--- src/rtl/pd_pkg.sv ---
// pd_pkg: shared FSM state type and default detector pattern for pd_sched.
package pd_pkg;
  typedef enum logic [1:0] {IDLE, RUN, DONE} state_t;
  localparam logic [5:0] PD_PATTERN = 6'b110110;
endpackage

--- src/rtl/pd_core.sv ---
// pd_core: serial 6-bit pattern detector with history, bit count, match pulse and saturating match counter.
module pd_core
  import pd_pkg::*;
#(
  parameter logic [5:0] PATTERN = PD_PATTERN,
  parameter int         CNT_W   = 8
) (
  input  logic             clk_i,
  input  logic             rst_i,
  input  logic             clr_i,
  input  logic             en_i,
  input  logic             bit_i,
  output logic             pd_o,
  output logic [CNT_W-1:0] cnt_o
);
  logic [4:0]       r_hist;
  logic [2:0]       r_nbits;
  logic             r_pd;
  logic [CNT_W-1:0] r_cnt;
  logic [5:0]       w_hist;
  logic             w_match;
  // only the five most recent bits are stored; the sixth is the incoming bit
  assign w_hist  = {r_hist, bit_i};
  assign w_match = en_i && w_hist == PATTERN && r_nbits >= 3'd5;
  always_ff @(posedge clk_i or negedge rst_i)
    if (!rst_i) begin
      r_hist  <= '0;
      r_nbits <= '0;
      r_pd    <= 1'b0;
      r_cnt   <= '0;
    end else if (clr_i) begin
      r_hist  <= '0;
      r_nbits <= '0;
      r_pd    <= 1'b0;
      r_cnt   <= '0;
    end else begin
      r_pd <= w_match;
      if (en_i) begin
        r_hist  <= w_hist[4:0];
        r_nbits <= r_nbits == 3'd6 ? r_nbits : r_nbits + 3'd1;
      end
      if (w_match && r_cnt != '1) r_cnt <= r_cnt + 1'b1;
    end
  assign pd_o  = r_pd;
  assign cnt_o = r_cnt;
endmodule

--- src/rtl/pd_sched.sv ---
// pd_sched: round-robin scheduler sharing one serial pattern detector among N_REQ requesters.
// Defining PD_SCHED_TIMEOUT_EN ends a burst after TMO_CYCLES consecutive cycles without valid data.
module pd_sched
  import pd_pkg::*;
#(
  parameter int         N_REQ      = 4,
  parameter logic [5:0] PATTERN    = PD_PATTERN,
  parameter int         CNT_W      = 8,
  parameter int         TMO_CYCLES = 16
) (
  input  logic                     clk_i,
  input  logic                     rst_i,
  input  logic [N_REQ-1:0]         req_i,
  input  logic [N_REQ-1:0]         data_i,
  input  logic [N_REQ-1:0]         valid_i,
  input  logic [N_REQ-1:0]         last_i,
  output logic [N_REQ-1:0]         gnt_o,
  output logic                     pd_o,
  output logic [$clog2(N_REQ)-1:0] id_o,
  output logic                     done_o,
  output logic [CNT_W-1:0]         cnt_o,
  output logic                     abort_o
);
  localparam int IW = $clog2(N_REQ);
  state_t           r_state, w_nxt;
  logic [IW-1:0]    r_ptr, r_id, w_win, w_k;
  logic [N_REQ-1:0] r_gnt;
  logic             r_abort, w_found, w_start, w_acc, w_last, w_drop, w_tmo;
  logic [CNT_W-1:0] w_cnt;
  assign w_start = r_state == IDLE && |req_i;
  assign w_acc   = r_state == RUN && valid_i[r_id];
  assign w_last  = w_acc && last_i[r_id];
  assign w_drop  = r_state == RUN && !req_i[r_id];
`ifdef PD_SCHED_TIMEOUT_EN
  localparam int TW = $clog2(TMO_CYCLES + 1);
  logic [TW-1:0] r_tmo;
  assign w_tmo = r_state == RUN && !valid_i[r_id] && r_tmo == TW'(TMO_CYCLES - 1);
  always_ff @(posedge clk_i or negedge rst_i)
    if (!rst_i) r_tmo <= '0;
    else        r_tmo <= (r_state == RUN && !valid_i[r_id]) ? r_tmo + 1'b1 : '0;
`else
  // timeout compiled out; the compare keeps TMO_CYCLES referenced and folds to 0
  assign w_tmo = TMO_CYCLES < 0;
`endif
  always_comb begin
    w_win   = r_ptr;
    w_found = 1'b0;
    w_k     = '0;
    for (int i = 0; i < N_REQ; i++) begin
      w_k = IW'((int'(r_ptr) + i) % N_REQ);
      if (!w_found && req_i[w_k]) begin
        w_win   = w_k;
        w_found = 1'b1;
      end
    end
  end
  always_ff @(posedge clk_i or negedge rst_i)
    if (!rst_i) r_state <= IDLE;
    else        r_state <= w_nxt;
  always_comb begin
    w_nxt = r_state == IDLE ? (|req_i ? RUN : IDLE) :
            r_state == RUN  ? ((w_last || w_drop || w_tmo) ? DONE : RUN) : IDLE;
  end
  always_ff @(posedge clk_i or negedge rst_i)
    if (!rst_i) begin
      r_ptr   <= '0;
      r_id    <= '0;
      r_gnt   <= '0;
      r_abort <= 1'b0;
    end else begin
      if (w_start) begin
        r_id  <= w_win;
        r_gnt <= N_REQ'(1) << w_win;
      end
      if (r_state == RUN && w_nxt == DONE) begin
        r_gnt   <= '0;
        r_abort <= !w_last;
      end
      if (r_state == DONE) r_ptr <= int'(r_id) == N_REQ - 1 ? '0 : r_id + 1'b1;
    end
  always_comb begin
    done_o  = r_state == DONE;
    abort_o = done_o && r_abort;
    cnt_o   = done_o ? w_cnt : '0;
  end
  assign gnt_o = r_gnt;
  assign id_o  = r_id;
  pd_core #(.PATTERN(PATTERN), .CNT_W(CNT_W)) u_core (
    .clk_i (clk_i),
    .rst_i (rst_i),
    .clr_i (r_state == IDLE),
    .en_i  (w_acc),
    .bit_i (data_i[r_id]),
    .pd_o  (pd_o),
    .cnt_o (w_cnt)
  );
endmodule

--- config.mk ---
export PLATFORM = sky130hd
export DESIGN_NAME = pd_sched
export DESIGN_NICKNAME = d
export VERILOG_FILES = /design/src/rtl/pd_pkg.sv /design/src/rtl/pd_core.sv /design/src/rtl/pd_sched.sv
export SDC_FILE = /design/constraint.sdc
export NUM_CORES = 1
export LEC_CHECK = 0
export ABC_CLOCK_PERIOD_IN_PS = 4200
export CAP_MARGIN = 10
export CORE_MARGIN = 5
export CORE_UTILIZATION = 54
export DETAILED_ROUTE_END_ITERATION = 10
export GPL_ROUTABILITY_DRIVEN = 1
export HOLD_SLACK_MARGIN = 0.06
export PLACE_DENSITY = 0.9
export SYNTH_ARGS = -nofsm -noshare
export SYNTH_HDL_FRONTEND = slang
export SYNTH_SLANG_ARGS = --single-unit
--- constraint.sdc ---
create_clock -name clk_i -period 4.2 [get_ports clk_i]
set_input_delay 0.63 -clock clk_i [delete_from_list [all_inputs] [get_ports clk_i]]
set_output_delay 0.63 -clock clk_i [all_outputs]
set_load 0.02 [all_outputs]
== Word level (Yosys, flattened, before mapping) ==
Index checks and enable logic that the tools add are counted.
Storage, ports and cells
  bits in registers: 28
  output and inout port bits: 17
  word-level logic and storage cells: 92
Cells by class
  $add $sub $neg: 6
  order comparisons: 6
  equality and inequality tests: 8
  shifts and indexed selects: 1
  multiplexer cells: 38
  reduce and logical (&&, ||, !) cells: 24
Operators by type and width (count)
  $mux 8: 3
  $bmux 1 s2: 8
  $lt 2x3->1 const B: 5
  $mux 2: 7
  $mux 1: 13
  $logic_and 1x1->1: 12
  $mux 5: 2
  $mux 3: 3
  $add 8x1->8 const B: 1
  $mux 4: 2
  $ne 8x8->1 const B: 1
  $eq 6x6->1 const B: 1
  $reduce_bool 2->1: 3
  $logic_not 1->1: 5
  $add 2x1->2 const B: 2
  $add 2x2->2 const B: 2
  $eq 2x1->1 const B: 2
  $eq 2x2->1 const B: 2
  $reduce_or 4->1: 1
  $shl 1x2->4 const A: 1
  $add 3x1->3 const B: 1
  $eq 3x3->1 const B: 1
  $ge 3x3->1 const B: 1
  $logic_not 2->1: 1
  3 further kinds: 3

== Longest topological paths before layout ==
  word-level depth: 15
  mapped depth: 9

== Cells and area by module ==
From an unflattened synthesis, not the netlist that was laid out.
Second synthesis, totals
  cell total of the unflattened synthesis: 156
  area, all modules: 1637.8 µm²
Modules (own cells, without submodules)
  pd_core: instances 1, cells an instance 86, area an instance 913.4 µm², sequential area each 425.4 µm²
  pd_sched: instances 1, cells an instance 70, area an instance 724.4 µm², sequential area each 275.3 µm²

== Worst setup path before layout ==
OpenSTA, ideal clock, no wires.
  kind: register to register
  start point: reg r_id[0], in the netlist id_o[0]
  end point: reg u_core.r_cnt[2], in the netlist u_core.cnt_o[2]
  library setup time: 0.078 ns
  arrival time: 1.995 ns
  data required time: 4.122 ns
  setup slack: 2.127 ns
  cell stages (with the launch flop): 8
  path buffers: 2
  clock period less this slack: 2.073 ns
  cells stage by stage: dfrtp_1 -> buf_6 -> or3b_4 -> o22ai_4 -> nand3_4 -> buf_6 -> or4_1 -> a21oi_1
Between the ends
  word-level cells in the longest chain between the ends: 7
Ends and longest elaborated chain
  start: declaration: line pd_sched.sv:26  | logic [IW-1:0] r_ptr, r_id, w_win, w_k;
  start signal: assignment: line pd_sched.sv:72  | r_id <= w_win;
  $bmux 1 s2 (on tied branches): line pd_sched.sv:93, pd_sched.sv:31
  $mux 1 (on tied branches): line pd_sched.sv:93, pd_sched.sv:31
  $eq 6x6->1 / $logic_and 1x1->1 (equally long branches): line pd_core.sv:24, pd_sched.sv:31
  $logic_and 1x1->1 (*) (2 in a row): line pd_core.sv:24  | assign w_match = en_i && w_hist == PATTERN && r_nbits >= 3'd5;
  $logic_and 1x1->1 (*): line pd_core.sv:42  | if (w_match && r_cnt != '1) r_cnt <= r_cnt + 1'b1;
  $reduce_bool 2->1 (no line) (*)
  end signal: assignment: line pd_core.sv:42
  end: declaration: line pd_core.sv:19  | logic [CNT_W-1:0] r_cnt;
Every way passes the cells marked *; elsewhere a longest branch is shown, timed or not. The select of a mux whose other input is x is not followed.
A chain may end at the register's enable or synchronous reset.

== Worst setup path in the final report ==
  start point: reg r_state[0]
  end point: out cnt_o[1]
Between the ends
  word-level cells in the longest chain between the ends: 2
Ends and longest elaborated chain
  start: declaration: line pd_sched.sv:25  | state_t r_state, w_nxt;
  start signal: assignment: line pd_sched.sv:59  | else r_state <= w_nxt;
  $eq 2x2->1: line pd_sched.sv:82  | done_o = r_state == DONE;
  $mux 8: line pd_sched.sv:84  | cnt_o = done_o ? w_cnt : '0;
  end: declaration: line pd_sched.sv:21  | output logic [CNT_W-1:0] cnt_o,
No other way between the ends.

==> results_tabular.tex <==
\begin{tabular}{lr}
\hline
Metric & Value \\
\hline
\multicolumn{2}{l}{\textbf{Pwr}} \\
\quad Clk network pwr share & 0.111 \\
\quad Pwr dens & 481.9 nW/um2 \\
\quad Static Leak & 0.8114 nW \\
\quad Power after layout & 969.4 uW \\
\quad Cell internal pwr & 571.9 uW \\
\quad Net switching power & 397.5 uW \\
\quad Worst vdd ir & 0.1872 mV \\
\quad Fraction of power spent switching nets & 0.4100 \\
\quad Reg power frac & 0.422 \\
\quad Combinational Power Share & 0.466 \\
\multicolumn{2}{l}{\textbf{Routing}} \\
\quad Final routed DRC violation total & 0 \\
\quad DR vias/cell & 5.780 \\
\quad Remaining antenna violation count after routing & 0 \\
\quad Iteration-0 DRC count of the detailed router & 101 \\
\quad Avg WL per Cell & 14.21 um \\
\quad Wirelength, routed & 3.425 mm \\
\quad Total number of vias & 1393 \\
\quad First-pass detailed-route iteration total & 4 \\
\multicolumn{2}{l}{\textbf{Setup path}} \\
\quad Capturing element type of the critical path & primary output \\
\quad Worst-path cell chain & nor2b\_1, and2\_1, clkdlybuf4s50\_1 \\
\quad Startpoint class of the critical path & flop \\
\quad Critical path fanouts, max & 13 \\
\quad Worst Path Buf+Inv & 1 \\
\quad Worst stage delay on the critical path & 0.67 ns \\
\quad Path type of the worst setup path & reg -> out \\
\quad Required time of the critical path & 3.57 ns \\
\quad Cell at the slowest stage of the critical path & sky130\_fd\_sc\_hd\_\_nor2b\_1 \\
\quad Worst Path Arrival & 2.28 ns \\
\quad Cell type group with the largest total delay on the critical path & simple AND/OR/NAND/NOR gates \\
\multicolumn{2}{l}{\textbf{STA}} \\
\quad Setup Total Neg Slack & 0 ns \\
\quad Final setup margin & 1.292 ns \\
\quad Total setup violations reported at the end of the flow & 0 \\
\quad Final clock skew & 0.001273 ns \\
\quad Peak clock frequency supported by timing & 343.9 MHz \\
\quad Portion of the clock cycle consumed by the worst path in the final layout & 0.6923 \\
\quad Worst-margin pin slew & 0.9124 ns \\
\quad Minimum clock period after layout & 2.908 ns \\
\quad Final Hold Fails & 0 \\
\quad Relative slew margins & 0.3871 \\
\quad Slew Viols, Final & 0 \\
\quad Setup repair after global routing missed its margin & no \\
\multicolumn{2}{l}{\textbf{Global routing}} \\
\quad Vias in the first global route & 1401 \\
\quad Initial antenna violation count & 0 \\
\quad Remaining Overflow, GRT & 0 \\
\quad Wire length of the first global-routing pass & 6.175 mm \\
\quad Global Route Usage Sum & 0.1816 \\
\quad Largest net degree at the start of global routing & 29 \\
\multicolumn{2}{l}{\textbf{Floorplan}} \\
\quad CORE AREA & 2978 um2 \\
\quad Starting density of the core & 0.5517 \\
\quad Site row count & 20 \\
\quad Horiz. Die Dim & 65.16 um \\
\quad Number of ports placed on the die boundary & 35 \\
\quad Die extent in y & 65.16 um \\
\quad Die footprint & 4245 um2 \\
\multicolumn{2}{l}{\textbf{Synth}} \\
\quad Netlist cell types & 41 \\
\quad Synth Instances & 178 \\
\quad Average size of a mapped cell & 9.229 um2 \\
\quad Top cell type's share of synthesized area & 0.4265 \\
\quad Sequential element share of the synthesized area & 0.4265 \\
\quad Synth warnings & 0 \\
\quad Synth top area cells & sky130\_fd\_sc\_hd\_\_dfrtp\_1 43\%, sky130\_fd\_sc\_hd\_\_nand2\_1 6.2\%, sky130\_fd\_sc\_hd\_\_a21oi\_1 4.3\% \\
\quad Flip-flop and latch count after synthesis & 28 \\
\quad Area of the mapped netlist & 1643 um2 \\
\quad Nets in the synthesized netlist & 201 \\
\quad Library cell with the largest summed area after synthesis & sky130\_fd\_sc\_hd\_\_dfrtp\_1 \\
\multicolumn{2}{l}{\textbf{Clock network}} \\
\quad CTS-repair resized insts & 0 \\
\quad Bufs on Longest Clock Path & 2 \\
\quad Clock tree from TritonCTS & done \\
\quad Clock-pin slew of the registers on the worst-case setup and hold paths & 0.14 ns \\
\quad Number of buffers added to fix hold violations after cts & 0 \\
\quad Num CTS Buffers & 3 \\
\quad Clk Latency, worst-skew pair & 0.32 ns \\
\quad Depth of the CTS H-tree & 1 \\
\quad Cell at the root of the clock tree & sky130\_fd\_sc\_hd\_\_clkbuf\_4 \\
\quad Post-CTS Repair Setup Buffers & 0 \\
\quad Sinks on Clock Net & 28 \\
\multicolumn{2}{l}{\textbf{Placed design}} \\
\quad Number of buffer cells added on primary ports & 34 \\
\quad Final GP Congestion & 0.8415 \\
\quad Detailed Place HPWL & 2.538 mm \\
\quad Dpl ws & 1.580 ns \\
\multicolumn{2}{l}{\textbf{Min path}} \\
\quad Path class of the lowest-slack min-delay path & reg -> reg \\
\multicolumn{2}{l}{\textbf{Cells and area}} \\
\quad Commonest cells after routing, fill and taps aside & 34 x sky130\_fd\_sc\_hd\_\_clkdlybuf4s50\_1, 28 x sky130\_fd\_sc\_hd\_\_dfrtp\_1, 27 x sky130\_fd\_sc\_hd\_\_nand2\_1 \\
\quad Ant diodes & 0 \\
\quad Fraction of final layout cells with drive strength greater than 1 & 0.07212 \\
\quad Area growth syn-to-layout & 22.47\% \\
\quad Filler cell count in the final layout & 248 \\
\quad Nets & 233 \\
\quad Most common library cell in the layout ignoring fill and taps & sky130\_fd\_sc\_hd\_\_clkdlybuf4s50\_1 \\
\multicolumn{2}{l}{\textbf{Status}} \\
\quad Outcome & finished, final reports clean \\
\multicolumn{2}{l}{\textbf{Job}} \\
\quad Maximum capacitance violations & 0 \\
\hline
\end{tabular}
## synthesized netlist by cell type (all sizes together)
master	count
clkbuf	5
inv	7
o22ai	3
o41ai	1
and2	9
o31ai	5
o221ai	1
mux2	2
dfrtp	28
nor4b	1
nand2b	1
or4	4
o22a	1
a41o	1
or3b	2
or3	2
nor4	1
a21oi	14
nor2	5
a41oi	1
and4b	1
nand4	1
buf	4
nand3	8
mux2i	6
or2	2
o21ai	14
a311oi	1
mux4	1
nor3	5
ha	5
nor2b	4
nand2	27
nand3b	3
and3	1
o211ai	1
## stage by stage
stage / hold slack (ns) / cell area [um2] / utilization / cells
6_report: 0.5052 / 2012 / 0.6756 / 241
3_3_place_gp: 0.4644 / 1989 / 0.6681 / 238
4_1_cts: 0.5064 / 2012 / 0.6756 / 241
3_5_place_dp: 0.4752 / 1989 / 0.6681 / 238
2_1_floorplan: 0.3344 / 1643 / - / 178
5_1_grt: 0.5574 / 2012 / 0.6756 / 241
## final timing paths
kind | from | endpoint | slack [ns] | cells past startpoint
hold / removal | r_abort | r_abort | 0.51 | 1
setup / recovery | r_state[0] | cnt_o[1] | 1.29 | 3
setup reg to reg | id_o[1] | u_core.cnt_o[3] | 1.96 | 5
hold reg to reg | r_abort | r_abort | 0.51 | 1
min in group asynchronous | rst_i | u_core.r_nbits[0] | 0.67 | 2
max in group asynchronous | rst_i | u_core.cnt_o[6] | 3.28 | 2
## cells by family (layout without fill, tap and decap cells)
| logic type | Yosys count | in the layout | share of synthesized area |
|---|---|---|---|
| and+or+nand+nor | 77 | 77 | 0.2597 |
| AOI/OAI and AO/OA | 43 | 43 | 0.1653 |
| DFF | 28 | 28 | 0.4265 |
| buffers and inverters | 16 | 46 | 0.04646 |
| adders and majority gates | 5 | 5 | 0.03808 |
| muxes | 9 | 9 | 0.06398 |
## sequential cells by signal, summed over array words and instances (netlist names)
register and flops:
gnt_o 4, id_o 2, r_abort 1, r_ptr 2, r_state 2, u_core.cnt_o 8
u_core.pd_o 1, u_core.r_hist 5, u_core.r_nbits 3
## power by group through the flow
| stage | combinational (mW) | sequential [mW] | clock [mW] |
|---|---|---|---|
| final | 0.452 | 0.409 | 0.108 |
| after CTS | 0.455 | 0.410 | 0.111 |
| after floorplan | 0.326 | 0.406 | 0 |
| after detailed placement | 0.453 | 0.416 | 0 |
| after global placement | 0.441 | 0.413 | 0 |
| after global routing | 0.502 | 0.427 | 0.125 |
## final cells by class
class                           count  area (um2)  area share
Clock buffer                        3       22.52     0.01119
Inverter                            7       26.28     0.01306
Multi-Input combinational cell    134       865.8      0.4303
Sequential cell                    28       700.7      0.3483
Tap cell                           33       41.29     0.02052
Timing Repair Buffer               36       355.3      0.1766
## metal layers
metal | track usage | vias to the layer above | share of wire
li1 | - | 703 | -
met1 | 0.2478 | 653 | 0.49
met2 | 0.2886 | 33 | 0.44
met3 | 0.03761 | 4 | 0.056
met4 | 0.06218 | 0 | 0.012
met5 | 0 | - | 0
Note: power is estimated with default switching activity, not from simulation.
